$ cat src/rtl/fm_tap_ctrl_f1.sv
`default_nettype none
// ============================================================================
//  Module   : fm_tap_ctrl_f1
//  Brief    : Delay-line tap search controller. Steps a 3-bit tap index up or
//             down on phase-detector samples, waiting a settle interval after
//             every tap change. It ends in LOCK on a balanced sample, or in
//             FAIL once its step budget is exhausted. The one-hot readback
//             from the tap decoder is cross-checked against the expected tap.
//  Revision : 1.0 - initial release
// ============================================================================
module fm_tap_ctrl_f1 #(
    parameter int SETTLE_CYC = 4
) (
    input  logic       clk,
    input  logic       rst_n,
    input  logic       start,
    input  logic       pd_valid,
    input  logic       pd_up,
    input  logic       pd_dn,
    input  logic [7:0] T_fb,
    output logic [2:0] Q,
    output logic [3:0] count,
    output logic [2:0] q_fb,
    output logic       busy,
    output logic       locked,
    output logic       fail,
    output logic       onehot_err
);

    localparam logic [3:0] c_SETTLE_LOAD = 4'(SETTLE_CYC);
    localparam logic [2:0] c_TAP_CENTER  = 3'd4;
    localparam logic [3:0] c_LAST_STEP   = 4'd5;
    localparam logic [3:0] c_FAIL_COUNT  = 4'd6;

    typedef enum logic [2:0] {
        ST_IDLE   = 3'd0,
        ST_SETTLE = 3'd1,
        ST_SAMPLE = 3'd2,
        ST_LOCK   = 3'd3,
        ST_FAIL   = 3'd4
    } state_t;

    state_t     r_state;
    state_t     w_state_nxt;
    logic [2:0] r_q;
    logic [2:0] w_q_nxt;
    logic [3:0] r_count;
    logic [3:0] w_count_nxt;
    logic [3:0] r_settle;
    logic [3:0] w_settle_nxt;
    logic       r_busy;
    logic       r_locked;
    logic       r_fail;
    logic       r_oh_err;
    logic       w_oh_err_nxt;
    logic       w_restart;

    logic [2:0] w_qfb;
    logic       w_onehot;
    logic [2:0] w_exp_tap;
    logic       w_chk_en;
    logic       w_mismatch;

    // Readback priority encoder: highest set bit wins, zero when nothing is set
    always_comb begin
        w_qfb = 3'd0;
        for (int i = 0; i < 8; i++) begin
            if (T_fb[i]) begin
                w_qfb = 3'(i);
            end
        end
    end

    // Readback consistency: decoder falls back to the centre tap once the
    // step budget is blown, so the expected tap follows that rule
    always_comb begin
        w_onehot   = (T_fb != 8'd0) && ((T_fb & (T_fb - 8'd1)) == 8'd0);
        w_exp_tap  = (r_count > c_LAST_STEP) ? c_TAP_CENTER : r_q;
        w_chk_en   = (r_state == ST_SAMPLE) || (r_state == ST_LOCK) ||
                     (r_state == ST_FAIL);
        w_mismatch = !w_onehot || (w_qfb != w_exp_tap);
    end

    // Next-state and datapath decisions
    always_comb begin
        w_state_nxt  = r_state;
        w_q_nxt      = r_q;
        w_count_nxt  = r_count;
        w_settle_nxt = r_settle;
        w_restart    = 1'b0;

        case (r_state)
            ST_IDLE, ST_LOCK, ST_FAIL: begin
                if (start) begin
                    w_restart = 1'b1;
                end
            end

            ST_SETTLE: begin
                // pd_valid is deliberately ignored while the line settles
                if (r_settle > 4'd1) begin
                    w_settle_nxt = r_settle - 4'd1;
                end else begin
                    w_settle_nxt = 4'd0;
                    w_state_nxt  = ST_SAMPLE;
                end
            end

            ST_SAMPLE: begin
                if (pd_valid) begin
                    if (pd_up != pd_dn) begin
                        if (r_count >= c_LAST_STEP) begin
                            // Budget exhausted: tap frozen, counter capped
                            w_count_nxt = c_FAIL_COUNT;
                            w_state_nxt = ST_FAIL;
                        end else begin
                            w_count_nxt  = r_count + 4'd1;
                            w_settle_nxt = c_SETTLE_LOAD;
                            w_state_nxt  = ST_SETTLE;
                            if (pd_up) begin
                                w_q_nxt = (r_q == 3'd7) ? r_q : r_q + 3'd1;
                            end else begin
                                w_q_nxt = (r_q == 3'd0) ? r_q : r_q - 3'd1;
                            end
                        end
                    end else begin
                        w_state_nxt = ST_LOCK;
                    end
                end
            end

            default: begin
                w_state_nxt = ST_IDLE;
            end
        endcase

        if (w_restart) begin
            w_state_nxt  = ST_SETTLE;
            w_q_nxt      = c_TAP_CENTER;
            w_count_nxt  = 4'd0;
            w_settle_nxt = c_SETTLE_LOAD;
        end

        // Sticky error: cleared only by an accepted start
        if (w_restart) begin
            w_oh_err_nxt = 1'b0;
        end else begin
            w_oh_err_nxt = r_oh_err | (w_chk_en & w_mismatch);
        end
    end

    // State, datapath and registered status outputs
    always_ff @(posedge clk or negedge rst_n) begin
        if (!rst_n) begin
            r_state  <= ST_IDLE;
            r_q      <= c_TAP_CENTER;
            r_count  <= 4'd0;
            r_settle <= 4'd0;
            r_busy   <= 1'b0;
            r_locked <= 1'b0;
            r_fail   <= 1'b0;
            r_oh_err <= 1'b0;
        end else begin
            r_state  <= w_state_nxt;
            r_q      <= w_q_nxt;
            r_count  <= w_count_nxt;
            r_settle <= w_settle_nxt;
            r_busy   <= (w_state_nxt == ST_SETTLE) || (w_state_nxt == ST_SAMPLE);
            r_locked <= (w_state_nxt == ST_LOCK);
            r_fail   <= (w_state_nxt == ST_FAIL);
            r_oh_err <= w_oh_err_nxt;
        end
    end

    assign Q          = r_q;
    assign count      = r_count;
    assign q_fb       = w_qfb;
    assign busy       = r_busy;
    assign locked     = r_locked;
    assign fail       = r_fail;
    assign onehot_err = r_oh_err;

endmodule
`default_nettype wire

$ cat config.mk
export PLATFORM = sky130hd
export DESIGN_NAME = fm_tap_ctrl_f1
export DESIGN_NICKNAME = d
export VERILOG_FILES = /design/src/rtl/fm_tap_ctrl_f1.sv
export SDC_FILE = /design/constraint.sdc
export NUM_CORES = 1
export LEC_CHECK = 0
export CAP_MARGIN = 20
export CORE_MARGIN = 10
export CORE_UTILIZATION = 51
export CTS_CLUSTER_DIAMETER = 100
export CTS_CLUSTER_SIZE = 12
export DETAILED_ROUTE_END_ITERATION = 8
export GPL_TIMING_DRIVEN = 0
export PLACE_DENSITY = 0.83
export SYNTH_ARGS = -nofsm -noshare
export SYNTH_HDL_FRONTEND = slang
export SYNTH_SLANG_ARGS = --single-unit
$ cat constraint.sdc
create_clock -name clk -period 2.2 [get_ports clk]
set_input_delay 0.44 -clock clk [delete_from_list [all_inputs] [get_ports clk]]
set_output_delay 0.44 -clock clk [all_outputs]
set_load 0.1 [all_outputs]
---- Word level (Yosys, flattened, before mapping) ----
Cells that the tools add are included.
word-level totals
  register bits ........................... 18
  input bits .............................. 14
  output and inout port bits .............. 14
  word-level logic and storage cells ...... 90
cells by class
  add/sub/neg operators ................... 5
  $lt $le $gt $ge ......................... 3
  equality and inequality tests ........... 17
  multiplexer cells ....................... 36
  bitwise logic cells ..................... 3
  reductions and logical operators ........ 18
operators with widths
  cell                                                                                  count
  3-bit 2-to-1 mux                                                                      19
  4-bit 2-to-1 mux                                                                      10
  3-bit by 2-bit == test with 1-bit output (second input constant)                      4
  3-bit inequality test (second input constant)                                         4
  3-bit == test (second input constant)                                                 3
  3-bit case mux with 3 select lines                                                    1
  8-bit bitwise AND                                                                     1
  8-bit logical NOT                                                                     1
  4-bit case mux with 2 select lines                                                    1
  8-bit nonzero test                                                                    1
  8-bit by 1-bit subtractor with 8-bit output (second input constant)                   1
  3-bit by 1-bit == test with 1-bit output (second input constant)                      2
  3-bit logical NOT                                                                     2
  6-bit AND reduction                                                                   1
  2-bit nonzero test                                                                    3
  4-bit by 1-bit adder with 4-bit output (second input constant)                        1
  4-bit by 3-bit greater-or-equal comparator with 1-bit output (second input constant)  1
  4-bit by 1-bit > comparator with 1-bit output (second input constant)                 1
  4-bit by 3-bit > comparator with 1-bit output (second input constant)                 1
  1-bit logical OR                                                                      4
  1-bit 2-to-1 mux                                                                      4
  4-bit AND reduction                                                                   1
  4-bit by 1-bit subtractor with 4-bit output (second input constant)                   1
  3-bit by 1-bit adder with 3-bit output (second input constant)                        1
  other kinds (13)                                                                      13

---- Longest topological paths before layout ----
Gate-level depths: netlist of run 1.
  word-level depth ........................ 12
  mapped depth ............................ 7
  mapped depth without buffers ............ 7

---- Least setup slack after synthesis of run 1 ----
OpenSTA, ideal clock, no wires.
  kind .................................... input-to-reg
  start point ............................. input T_fb[4]
  end point ............................... register r_oh_err (netlist: onehot_err)
  setup time .............................. 135 ps
  arrival ................................. 3394 ps
  data required time ...................... 2065 ps
  slack ................................... -1328 ps
  cell stages on the path ................. 4
  path buffers ............................ 0
  path through ............................ o31ai_1 nand4_1 a21oi_1 o21ai_1
between the ends
  cells in the longest elaborated chain, start to end .. 9
  elaborated cells between the ends (all ways) .. 15
  classes of those cells .................. add/sub (1); eq/ne (1); mux (5); bitwise (3); reduce/logical (5)
ends and longest elaborated chain
  what                                                                                    RTL line  text
  start: declaration                                                                      20        input logic [7:0] T_fb,
  8-bit by 1-bit subtractor with 8-bit output / 3-bit 2-to-1 mux (equally long branches)  77, 68
  8-bit bitwise AND / 3-bit 2-to-1 mux (equally long branches)                            77, 68
  8-bit logical NOT / 3-bit 2-to-1 mux (equally long branches)                            77, 68
  1-bit logical AND / 3-bit 2-to-1 mux (equally long branches)                            77, 68
  1-bit logical NOT / 3-bit inequality test (equally long branches)                       81        w_mismatch = !w_onehot || (w_qfb != w_exp_tap);
  1-bit logical OR *                                                                      81
  1-bit bitwise AND *                                                                     148       w_oh_err_nxt = r_oh_err | (w_chk_en & w_mismatch);
  1-bit OR *                                                                              148
  1-bit 2-to-1 mux *                                                                      145       if (w_restart) begin
  named net w_oh_err_nxt                                                                  55        logic w_oh_err_nxt;
  end signal: assignment                                                                  171       r_oh_err <= w_oh_err_nxt;
  end: declaration                                                                        54        logic r_oh_err;
Mark *: on every way through the listed nets, which the timed path passes. The rest lies on a longest branch.
A chain may end at the register's enable or synchronous reset.

---- Worst setup path after layout of run 1 ----
  start point ............................. register r_q[2] (netlist: Q[2])
  end point ............................... output Q[2]
RTL lines
  what                      RTL line  text
  start: declaration        45        logic [2:0] r_q;
  start signal: assignment  156       r_q <= c_TAP_CENTER;
  start signal: assignment  165       r_q <= w_q_nxt;
  end: declaration          21        output logic [2:0] Q,
No word-level cell between the ends.

==> results.py, run 1 <==
metrics = {
    "pwr": {
        "p_seq_frac": 0.273,
        "p_int_mw": 0.868,
        "power_mw": 1.87,
        "p_sw_frac": 0.536,
        "power_leakage_nw": 0.754,
        "power_frac_comb": 0.614,
        "ir_worst_vdd_uv": 952,
        "p_per_area_mw_per_mm2": 1110,
        "switchingPower_mw": 1.00,
        "pwr-share-clk": 0.114,
    },
    "worst_setup_path": {
        "critical_path_buf_inv_count": 1,
        "required_ns": 1.76,
        "crit_chain": "dlygate4sd2_1",
        "cp_slowest_cell": "dlygate4sd2_1",
        "path_class": "flip-flop to output port",
        "max_stage_delay_ns": 0.86,
        "startpoint_type": "flip-flop",
        "arrival_ns": 1.70,
        "end_kind": "output port",
        "crit_path_max_fanout": 2,
        "cp_top_family": "buffers and inverters",
    },
    "routing": {
        "drt-total-wl_um": 3120,
        "drc": 0,
        "drtIter0Drc": 98,
        "vias": 1260,
        "ant_nets": 0,
        "routedWlPerCell_um": 14.4,
        "drt_pass1_iterations": 4,
        "post_drt_via_cell_ratio": 5.81,
    },
    "finish": {
        "syn2layout_area_growth_pct": 25.9,
        "n_antenna_cell": 0,
        "nets": 208,
        "drive_gt1_frac": 0.139,
    },
    "placement": {
        "routabilityCongestion": 0.848,
        "io_buffers": 26,
        "place_ws_ns": -0.801,
        "dp_hpwl_um": 2430,
    },
    "floorplan": {
        "die_h_um": 71.3,
        "num_rows": 18,
        "num_io_pins": 28,
        "die-area_sq_mm": 0.00508,
        "fp.dieW_um": 71.3,
        "core_sq_mm": 0.00250,
        "initial_core_util": 0.536,
    },
    "sta": {
        "setup_viol": 0,
        "fin_skew_ns": 0.00536,
        "clock.fmax_ghz": 0.468,
        "maxSlewViolCount": 0,
        "fin_ws_ns": 0.0631,
        "min_period_ns": 2.14,
        "finalHoldViolCount": 0,
        "slew_headroom": 0.356,
        "rsz0062_at_grt": "false",
        "tightest_slew_ns": 0.969,
        "layout_worst_path_cycle_share": 0.971,
    },
    "synthesis": {
        "avgSynthCellArea_sq_um": 8.54,
        "synth_edf_count": 0,
        "synth-seq-cells": 18,
        "synth_top_area_share": 0.317,
        "seq_area_frac_synth": 0.337,
        "syn_nets": 177,
        "synthArstFlopShare": 1.00,
        "yosys_warnings": 0,
        "synth_ff_type": "dfrtp_1",
        "synth.distinct_cells": 51,
        "synthCells": 157,
        "synth.largest_area_cell": "dfrtp_1",
        "syn_area_sq_mm": 0.00134,
        "synthTopCellsByArea": "dfrtp_1 32%, a21oi_1 4.9%, nor2_1 4.8%",
    },
    "clock_network": {
        "clk_path_buf_depth": 2,
        "path_clk_slew_ns": 0.10,
        "numCtsBuffers": 3,
        "insertion_delay_ns": 0.30,
        "clock_sinks": 18,
        "h-tree-depth": 1,
        "cts_tree": "yes",
        "root_buffer": "clkbuf_4",
    },
    "grt": {
        "grt-ovfl-total": 0,
        "grt_first_pass_wirelength_um": 5460,
        "grt_pass1_vias": 1251,
        "grt_max_degree": 19,
        "antenna_found_initial": 0,
        "grt.total_usage": 0.124,
    },
    "run": {
        "max_cap_viol_count": 0,
    },
    "worst_hold_path": {
        "hold_class": "input port to flip-flop",
    },
    "outcome": {
        "status": "finished, final reports clean",
    },
}
==> stage by stage <==
stage                     TNS, ns  hold WS [ns]  utilization  std cells  area [sq um]
after global routing            0         0.414        0.675        217          1690
after detailed placement    -2.99         0.502        0.665        213          1660
after global placement      -2.78         0.491        0.665        213          1660
after floorplan                 0         0.144            -        157          1360
after CTS                       0         0.391        0.670        217          1670
final                           0         0.401        0.675        217          1690
==> sequential cells by signal, summed over array words and instances, names as in the netlist <==
signal / count
Q: 3
busy: 1
count: 4
fail: 1
locked: 1
onehot_err: 1
r_settle: 4
r_state: 3
==> what timing repair did <==
action	4_1_cts	5_1_grt
hold buffers	0	0
gates resized for setup	28	6
setup buffers	0	0
endpoints found under the setup margin	14	4
==> logic make-up after synthesis <==
kind of cell / Yosys count / share of synthesized area
and+or+nand+nor: 61 / 0.246
AOI/OAI and AO/OA: 46 / 0.233
adders and majority gates: 7 / 0.0691
xor gates and xnor gates: 3 / 0.0252
buffers and inverters: 19 / 0.0663
muxes: 3 / 0.0233
DFF: 18 / 0.337
==> power by group through the flow <==
stage | sequential [mW] | combinational [mW] | clock, mW
2_1_floorplan | 0.856 | 0.567 | 0
3_3_place_gp | 0.513 | 1.15 | 0
3_5_place_dp | 0.519 | 1.19 | 0
4_1_cts | 0.510 | 1.15 | 0.216
5_1_grt | 0.527 | 1.26 | 0.225
6_report | 0.510 | 1.15 | 0.213
==> synth_stat cells, types with 2 or more instances <==
master / number
clkbuf_1: 4
nor3_1: 8
nor4_1: 2
nor2_1: 17
mux2i_1: 2
buf_6: 2
a21oi_1: 13
o41ai_1: 2
nand2_1: 12
nand3_1: 2
nor2b_1: 2
ha_1: 5
o21ai_0: 9
nand2b_1: 7
dfrtp_1: 17
inv_1: 11
a211oi_1: 4
o211ai_1: 2
nand3b_1: 2
buf_2: 2
nand4_1: 2
==> path summary, 6_finish.rpt <==
check,start,end,slack [ns],depth (start not counted)
setup / recovery,Q[2],Q[2],0.06,1
setup reg to reg,count[1],onehot_err,0.29,7
hold / removal,pd_up,Q[0],0.40,3
max in group asynchronous,rst_n,count[0],1.03,1
min in group asynchronous,rst_n,fail,0.60,1
hold reg to reg,r_settle[3],r_settle[3],0.53,1
==> final cells by class <==
| cell class | instances | area [sq um] |
|---|---|---|
| multi-input cells | 120 | 821 |
| flip-flops and latches | 18 | 454 |
| plain buffers | 8 | 47.5 |
| fillers | 211 | 813 |
| clock buffers | 4 | 36.3 |
| inverters | 11 | 41.3 |
| well taps | 30 | 37.5 |
| repair buffers | 26 | 249 |
==> layer usage <==
metal / vias up / wire, um / global-route usage
met2: 35 / 1500 / 0.205
li1: 628 / - / -
met4: 0 / 35 / 0.0258
met5: - / 0 / 0
met1: 591 / 1370 / 0.150
met3: 6 / 216 / 0.0482
==> layout by cell type (no fill, tap or decap), types with 2 or more instances in the layout <==
| cell type | instances |
|---|---|
| nor2_1 | 17 |
| dfrtp_1 | 15 |
| a21oi_1 | 13 |
| nand2_1 | 12 |
| inv_1 | 11 |
| clkdlybuf4s50_1 | 10 |
| dlygate4sd2_1 | 10 |
| o21ai_0 | 8 |
| nor3_1 | 8 |
| nand2b_1 | 6 |
| ha_1 | 5 |
| clkbuf_1 | 4 |
| a211oi_1 | 4 |
| clkbuf_4 | 4 |
| buf_6 | 3 |
| nor2b_1 | 2 |
| o21ai_1 | 2 |
| buf_2 | 2 |
| o211ai_1 | 2 |
| nand3b_1 | 2 |
| nand4_1 | 2 |
| nor4_1 | 2 |
| o41ai_1 | 2 |
| mux2i_1 | 2 |
| nand3_1 | 2 |
| dfrtp_2 | 2 |
| dlymetal6s2s_1 | 2 |
Power figures use the tool's default switching activity.
==> run 2, diff against run 1 <==
--- a/config.mk
+++ b/config.mk
@@ -6,7 +6,6 @@
 export NUM_CORES = 1
 export LEC_CHECK = 0
 export CAP_MARGIN = 20
-export CORE_MARGIN = 10
 export CORE_UTILIZATION = 51
 export CTS_CLUSTER_DIAMETER = 100
 export CTS_CLUSTER_SIZE = 12
==> run 2 against run 1 <==
Design area fell by 0.22%. Register-to-register slack got worse by 0.02 ns. Die area down 44%. Clock skew down 0.0045 ns. Global-route usage increased by 13 points. Sequential power is 1% higher. Core utilization increased by 0.46 points. Sequential cell count stayed put. Power is 1.2% higher. Critical path type is now input port to output port.
==> results.py, run 2 (same netlist as run 1, synthesis figures left out) <==
metrics = {
    "worst_setup_path": {
        "crit_path_max_fanout": 4,
        "required_ns": 1.76,
        "timing.rr.end": "Q[1]",
        "crit_chain": "clkdlybuf4s50_1 -> or3_1 -> nand2b_4 -> buf_4",
        "rr_worst_depth": 6,
        "r2r_start": "count[0]",
        "r2r_slack_ns": 0.27,
        "max_stage_delay_ns": 0.49,
        "critPathCapture": "q_fb[2]",
        "path_class": "input port to output port",
        "arrival_ns": 1.72,
        "crit_path_start": "T_fb[5]",
        "startpoint_type": "input port",
        "end_kind": "output port",
        "cp_slowest_cell": "clkdlybuf4s50_1",
    },
    "grt": {
        "grt-ovfl-total": 0,
        "grt_first_pass_wirelength_um": 5160,
        "antenna_found_initial": 0,
        "grt_pass1_vias": 1113,
        "grt_max_degree": 19,
        "grt.total_usage": 0.255,
    },
    "finish": {
        "fillers": 208,
        "drive_gt1_frac": 0.144,
        "nets": 208,
        "syn2layout_area_growth_pct": 25.6,
        "register_area_sq_um": 454,
        "n_antenna_cell": 0,
        "fin_area_sq_mm": 0.00168,
        "layout_common_cells": "17 x nor2_1, 15 x dfrtp_1, 13 x a21oi_1, 12 x nand2_1",
        "multiInputGateArea_sq_um": 821,
        "final_common_cell": "nor2_1",
    },
    "sta": {
        "setup_viol": 0,
        "slew_headroom": 0.361,
        "tightest_slew_ns": 0.958,
        "maxSlewViolCount": 0,
        "clock.fmax_ghz": 0.464,
        "final.setup.tns_ns": 0,
        "finalHoldViolCount": 0,
        "rsz0062_at_grt": "false",
        "fin_skew_ns": 0.000842,
        "fin_ws_ns": 0.0446,
        "min_period_ns": 2.16,
        "layout_worst_path_cycle_share": 0.980,
    },
    "floorplan": {
        "num_io_pins": 28,
        "die-area_sq_mm": 0.00284,
        "core_sq_mm": 0.00248,
        "die_h_um": 53.3,
        "fp.dieW_um": 53.3,
        "num_rows": 18,
        "initial_core_util": 0.541,
    },
    "routing": {
        "routedWlPerCell_um": 14.6,
        "drt_pass1_iterations": 4,
        "ant_nets": 0,
        "post_drt_via_cell_ratio": 5.89,
        "drc": 0,
        "drt-total-wl_um": 3170,
        "vias": 1279,
        "drtIter0Drc": 39,
    },
    "pwr": {
        "pwr-share-clk": 0.112,
        "power_frac_comb": 0.616,
        "switchingPower_mw": 1.02,
        "p_int_mw": 0.876,
        "p_per_area_mw_per_mm2": 1130,
        "p_seq_frac": 0.272,
        "power_leakage_nw": 0.750,
        "p_sw_frac": 0.538,
        "ir_worst_vdd_uv": 1070,
        "power_mw": 1.89,
    },
    "clock_network": {
        "insertion_delay_ns": 0.30,
        "clk_path_buf_depth": 2,
        "path_clk_slew_ns": 0.11,
        "numCtsBuffers": 3,
        "h-tree-depth": 1,
        "clock_sinks": 18,
        "cts_tree": "yes",
        "root_buffer": "clkbuf_4",
        "cts_setup_buffers": 0,
    },
    "placement": {
        "io_buffers": 26,
        "dp_hpwl_um": 2380,
        "place_ws_ns": -0.821,
        "routabilityCongestion": 0.869,
        "post_dp_cell_area_sq_mm": 0.00166,
    },
    "worst_hold_path": {
        "hold_class": "input port to flip-flop",
    },
    "outcome": {
        "status": "finished, final reports clean",
    },
    "run": {
        "max_cap_viol_count": 0,
    },
}
## run 2: worst max-delay path: cells and delay by family
family                 cells  cell delay [ns]
buffers and inverters      2             0.72
AND/OR/NAND/NOR            2             0.55
## run 2: repair_timing
action | in CTS | in global routing
endpoints found under the setup margin | 13 | 4
hold buffers | 0 | 0
gates resized for setup | 28 | 5
## run 2: area by class of cell
type,count,share of cell area
tap,30,0.0223
timing repair buffer,26,0.146
sequential,18,0.270
inverter,11,0.0245
buffer,8,0.0283
clock buffer,4,0.0216
multi-input combinational,120,0.488
## run 2: power by group through the flow
| stage | clock [mW] | sequential, mW | combinational, mW |
|---|---|---|---|
| 6_report | 0.212 | 0.516 | 1.17 |
| 5_1_grt | 0.234 | 0.532 | 1.27 |
| 4_1_cts | 0.217 | 0.517 | 1.16 |
| 3_5_place_dp | 0 | 0.524 | 1.19 |
| 3_3_place_gp | 0 | 0.517 | 1.14 |
| 2_1_floorplan | 0 | 0.856 | 0.567 |
## run 2: worst min path at each step
stage / slack, ns / start / depth (start not counted) / endpoint
2_1_floorplan: 0.14 / rst_n / 0 / Q[0]
3_3_place_gp: 0.49 / r_settle[3] / 1 / r_settle[3]
3_5_place_dp: 0.51 / r_settle[1] / 2 / r_settle[1]
4_1_cts: 0.38 / pd_up / 3 / Q[0]
5_1_grt: 0.39 / pd_up / 3 / Q[0]
6_report: 0.39 / pd_up / 3 / Q[0]
## run 2: per-layer routing
metal  GRT usage  vias up  share of wire
li1            -      622              -
met1       0.317      606           0.43
met2       0.433       45           0.52
met3      0.0718        6          0.047
met4      0.0526        0         0.0098
met5           0        -              0
## run 2: through the flow
step	utilization	std cells	hold slack [ns]
floorplan	-	157	0.144
global placement	0.671	213	0.489
detailed placement	0.671	213	0.505
CTS	0.677	217	0.378
global route	0.679	217	0.389
finish	0.679	217	0.393
